### src/rtl/conv5x5_bin.sv
// 5x5 binary-weight convolution over a streamed column-per-word image, with sign activation.
// Three-stage pipeline: window shift, registered row sums, final sum and activation.
module conv5x5_bin #(
  parameter int DW = 16,
  parameter int AW = 21
) (
  input  logic                 clk,
  input  logic                 rst,
  input  logic                 in_valid,
  input  logic                 state,
  input  logic [5*DW-1:0]      taps,
  input  logic [24:0]          weight,
  output logic signed [AW-1:0] sum_out,
  output logic                 bin_out,
  output logic                 out_valid,
  output logic                 done
);

  localparam int RW = DW + 3;

  localparam logic [9:0] LAST_K_28 = 10'd671;
  localparam logic [9:0] LAST_K_12 = 10'd95;
  localparam logic [4:0] LAST_X_28 = 5'd27;
  localparam logic [4:0] LAST_X_12 = 5'd11;

  logic [9:0]           r_k;
  logic [4:0]           r_x;
  logic                 r_mode;
  logic [24:0]          r_weight;
  logic signed [DW-1:0] r_win [5][5];
  logic                 r_v1;
  logic                 r_last1;
  logic                 r_v2;
  logic                 r_last2;
  logic signed [RW-1:0] r_row [5];

  logic                 w_first;
  logic                 w_mode;
  logic                 w_last_k;
  logic [4:0]           w_last_x;
  logic signed [RW-1:0] w_row_sum [5];
  logic signed [AW-1:0] w_total;

  function automatic logic signed [RW-1:0] f_term(input logic signed [DW-1:0] p,
                                                  input logic w);
    logic signed [RW-1:0] e;
    e = {{(RW-DW){p[DW-1]}}, p};
    return w ? e : -e;
  endfunction

  // The first word of a frame already runs under the mode it is about to latch.
  assign w_first  = (r_k == 10'd0);
  assign w_mode   = w_first ? state : r_mode;
  assign w_last_k = (r_k == (w_mode ? LAST_K_12 : LAST_K_28));
  assign w_last_x = w_mode ? LAST_X_12 : LAST_X_28;

  // NOTE: every variable gets a default at the top of always_comb so no latch is inferred.
  always_comb begin
    for (int r = 0; r < 5; r++) begin
      w_row_sum[r] = '0;
      for (int c = 0; c < 5; c++) begin
        w_row_sum[r] = w_row_sum[r] + f_term(r_win[r][c], r_weight[r*5+c]);
      end
    end
  end

  always_comb begin
    w_total = '0;
    for (int r = 0; r < 5; r++) begin
      w_total = w_total + {{(AW-RW){r_row[r][RW-1]}}, r_row[r]};
    end
  end

  // NOTE: sequential state uses non-blocking assignments so every stage reads pre-edge values.
  always_ff @(posedge clk) begin
    if (rst) begin
      r_k      <= '0;
      r_x      <= '0;
      r_mode   <= 1'b0;
      r_weight <= '0;
      // NOTE: the window is a small register array, not a RAM, so clearing it on reset is cheap and deterministic.
      for (int r = 0; r < 5; r++) begin
        for (int c = 0; c < 5; c++) begin
          r_win[r][c] <= '0;
        end
        r_row[r] <= '0;
      end
      r_v1      <= 1'b0;
      r_last1   <= 1'b0;
      r_v2      <= 1'b0;
      r_last2   <= 1'b0;
      sum_out   <= '0;
      bin_out   <= 1'b0;
      out_valid <= 1'b0;
      done      <= 1'b0;
    end else begin
      if (in_valid) begin
        if (w_first) begin
          r_mode   <= state;
          r_weight <= weight;
        end
        r_k <= w_last_k ? 10'd0 : r_k + 10'd1;
        r_x <= (w_last_k || (r_x == w_last_x)) ? 5'd0 : r_x + 5'd1;
        for (int r = 0; r < 5; r++) begin
          for (int c = 0; c < 4; c++) begin
            r_win[r][c] <= r_win[r][c+1];
          end
          r_win[r][4] <= taps[(4-r)*DW +: DW];
        end
      end

      // Stage 1 valid: only words that complete a full 5-column window within one row.
      r_v1    <= in_valid && (r_x >= 5'd4);
      r_last1 <= in_valid && w_last_k;

      for (int r = 0; r < 5; r++) begin
        r_row[r] <= w_row_sum[r];
      end
      r_v2    <= r_v1;
      r_last2 <= r_last1;

      out_valid <= r_v2;
      done      <= r_v2 && r_last2;
      if (r_v2) begin
        sum_out <= w_total;
        bin_out <= ~w_total[AW-1];
      end
    end
  end

endmodule

### config.mk
export PLATFORM = sky130hd
export DESIGN_NAME = conv5x5_bin
export DESIGN_NICKNAME = d
export VERILOG_FILES = /design/src/rtl/conv5x5_bin.sv
export SDC_FILE = /design/constraint.sdc
export NUM_CORES = 2
export LEC_CHECK = 0
export CAP_MARGIN = 10
export CORE_ASPECT_RATIO = 1.1
export CORE_MARGIN = 4
export CORE_UTILIZATION = 59
export DETAILED_ROUTE_END_ITERATION = 10
export PLACE_DENSITY = 0.84
export SETUP_SLACK_MARGIN = 0.3
export SLEW_MARGIN = 0
export SYNTH_ARGS = -nofsm -noshare
export SYNTH_HDL_FRONTEND = slang
export SYNTH_SLANG_ARGS = --single-unit
### constraint.sdc
create_clock -name clk -period 14 [get_ports clk]
set_clock_uncertainty 0.05 [all_clocks]
set_input_delay 1.4 -clock clk [delete_from_list [all_inputs] [get_ports clk]]
set_output_delay 1.4 -clock clk [all_outputs]
set_load 0.02 [all_outputs]
==> metrics list <==
- Hold path startpoint: r_last2$_SDFF_PP0_
- Count of clock tree sinks: 564
* Detailed Route WL: 92910 um
- The final layout contains 4621 nets.
* Wire per inst: 18.53 um
- Share of cells above drive strength 1: 0.03979
* Area fraction in and, or, nand and nor cells after synthesis: 0.1642
* Cell variety after synth: 72
- Max-slew violation count: 0
- The critical path in this run is classified as register to register.
- The post-synthesis compound-gate area fraction was 0.07198.
- Fin crit period: 5954 ps
* Input/output buffers: 132
- edfxtp_1 takes more of the synthesized area than any other cell.
* Initial core utilization: 0.5967
- Adder and majority gate portion of the synthesized area: 0.2046
- Setup violations remaining at the end of the flow were counted as 0.
- The number of antenna violations at the first check in global routing came to 0.
- Final Hold Vio Count: 0
- In the finished design, the share of the clock period the worst path needs comes to 0.4253.
- The die is 257.7 um wide.
- Max Root-Sink Buffers: 3
- The startpoint identified for the worst register-to-register timing path is r_win[0][227]$_SDFFCE_PN0P_.
- Final weighted congestion of routability-driven global placement: 0.9216
- Wire length of the first global-routing pass: 150300 um
* Final hold slack: 382.6 ps
- Number of nets in the synthesized netlist: 4534
- The detailed router placed 28.30k vias in this run.
- Dominant cells by area after synthesis: edfxtp_1 30%, fa_1 16%, dfxtp_1 8.1%, xor2_1 5.3%, and2_1 5.1%
- The filler cells instantiated in the layout total 5133.
- Root buf cell: clkbuf_16
- Synthesis produced 3957 cells.
- Slew at the pin closest to its max-slew limit: 1202 ps
- Counting flops with a built-in enable in the synthesized netlist gives 400.
- The die is 282.7 um tall.
- Clock tree synthesis inserted a total of 60 buffers.
* Leading cell type in the layout, fill and taps excluded: nor2_1
- Synthesis-to-layout area growth: 10.37%
- Once layout is complete, the utilization of the core stands at 0.6586.
* Clk_lat worst skew: 630 ps
* Multiplexer fraction of the synthesized cell area: 0.02294
- Detailed placement ended at an HPWL of 69200 um.
* Worst max-slew margin expressed relative to the limit: 0.1985
* Worst Path Arrival: 6380 ps
- For this run, the number of Yosys warnings is 0.
- Dominant combinational cell family by area after synthesis: adder cells
- Maximum number of pins on one net before global-route repair: 115
* Largest driver fanout on the critical path: 5
- Fraction of synthesis flops using an asynchronous set or reset pin: 0
- The die covers 72850 sq um.
- A synthesized cell averages 10.23 sq um.
* DRT iter0 DRCs: 2084
- Source of the critical timing path: r_win[0][227]$_SDFFCE_PN0P_
- During I/O placement, the number of pins put on the boundary was 133.
* Xor-xnor portion of the synthesized cell area: 0.1022
- Critical-path cell list: nor3_1 > nand2_1 > or3_1 > nor4b_1 > nor2_1 > xnor2_1 > fa_1 > fa_1 > inv_1 > fa_1 > inv_1 > ha_1 > and3_1 > a21oi_1 > inv_1 > a41oi_1 > a211oi_1 > o31ai_1 > nand3_1 > nor3b_1
* Worst setup EP type: register
- Worst path slowest cell: nor4b_1
* Status: complete, no violations
* Post-Syn Area: 40470 sq um
* Worst Setup Start Kind: register
- Post-cts repair resize count: 0
* Place WS: 8102 ps
- Max-cap violations in this run came to 0.
- Count of antenna diodes in the layout: 0
* Data required time at the worst endpoint: 14430 ps
* Prevailing post-synth register cell: edfxtp_1
- Quantity of hold-fixing buffers added after cts: 0
- In this run the worst hold path is classified as register to register.
- In the post-route analysis, the smallest setup slack over all paths is 8046 ps.
* Area share of the largest cell type after synthesis: 0.2968
- In the routed layout, each cell is associated on average with a via count of 5.644.
* Total of flip-flops plus latches after synthesis: 564
- After detailed routing, the number of remaining DRC violations is 0.
- GRT Util Overall: 0.2565
- Most frequent cells in the layout: 483 x nor2_1, 479 x inv_1, 400 x edfxtp_1, 332 x and2_1, 323 x fa_1
* Placement Rows: 100
* CTS clk-pin slew, worst paths: 70 ps
- Setup repair after global routing missed its margin: false
* Floorplan Core Area: 67820 sq um
- Post-route antenna net violation count: 0
- Final-layout setup total negative slack: 0 ps
* Number of buffers added for setup after CTS: 0
- Worst path max stage delay: 800 ps
- TritonCTS built the clock tree.
* CTS H-tree lvls: 2
* Pre-antenna DRT Iters: 5
- Of the synthesized area, sequential elements account for 0.3780.
- Derived from the worst setup path, the maximum achievable clock frequency is 167.9 MHz.
- The via count of the first global-routing pass came to 28.99k.
- Global route overflow: 0
## registers in the layout, indices dropped and copies added (netlist names), 5 cells and up
register and flops:
r_row 95, r_x 5, r_weight 25, r_win 400
sum_out 21, r_k 10
## synth_stat cells (110+ instances only)
cell and count:
nor3_1 135, xor2_1 243, and2_1 332, nor2_1 484, ha_1 145, edfxtp_1 400
xnor2_1 219, inv_1 480, clkbuf_1 110, fa_1 323, a21oi_1 218, dfxtp_1 164
## path summary, 6_finish.rpt
| path | end | slack (ps) | cells past startpoint |
|---|---|---|---|
| setup / recovery | r_row[0][55]$_SDFF_PP0_ | 8050 | 20 |
| hold / removal | done$_SDFF_PP0_ | 380 | 1 |
| setup reg to reg | r_row[0][55]$_SDFF_PP0_ | 8050 | 20 |
| hold reg to reg | done$_SDFF_PP0_ | 380 | 1 |
## logic make-up after synthesis
family,after synthesis
AO/OA/AOI/OAI,484
XOR/XNOR,466
adder cells (fa/ha/maj),468
buffers and inverters,604
flip-flops,564
multiplexers,91
AND/OR/NAND/NOR,1280
## worst max-delay path: cells and delay by family (launching register included)
family	cells	cell delay [ps]
AO/OA/AOI/OAI	4	880
buffers and inverters	3	160
flip-flops	1	420
adder cells (fa/ha/maj)	4	1910
AND/OR/NAND/NOR	8	2180
XOR/XNOR	1	190
## through the flow
stage,area (sq um),std cells
after floorplan,40470,3957
after global placement,42620,4900
after detailed placement,42620,4900
after CTS,44660,5014
after global routing,44660,5014
final,44660,5014
## cell type report
type,instances,area [sq um],share of cell area
clock buffers,84,1777,0.03978
flip-flops and latches,564,15300,0.3425
well taps,918,1149,0.02572
clock inverters,30,269.0,0.006023
inverters,481,1813,0.04059
multi-input cells,2789,22920,0.5131
repair buffers,148,1443,0.03230
## per-layer routing
metal / global-route usage / up-vias / routed length (um)
li1: - / 13259 / -
met1: 0.3201 / 13835 / 36260
met2: 0.4488 / 949 / 46660
met3: 0.03832 / 258 / 5595
met4: 0.1108 / 0 / 4396
met5: 0 / - / 0
Power is not shown: default switching activity piles up to over one toggle a cycle in this logic, so the estimate is an artifact.
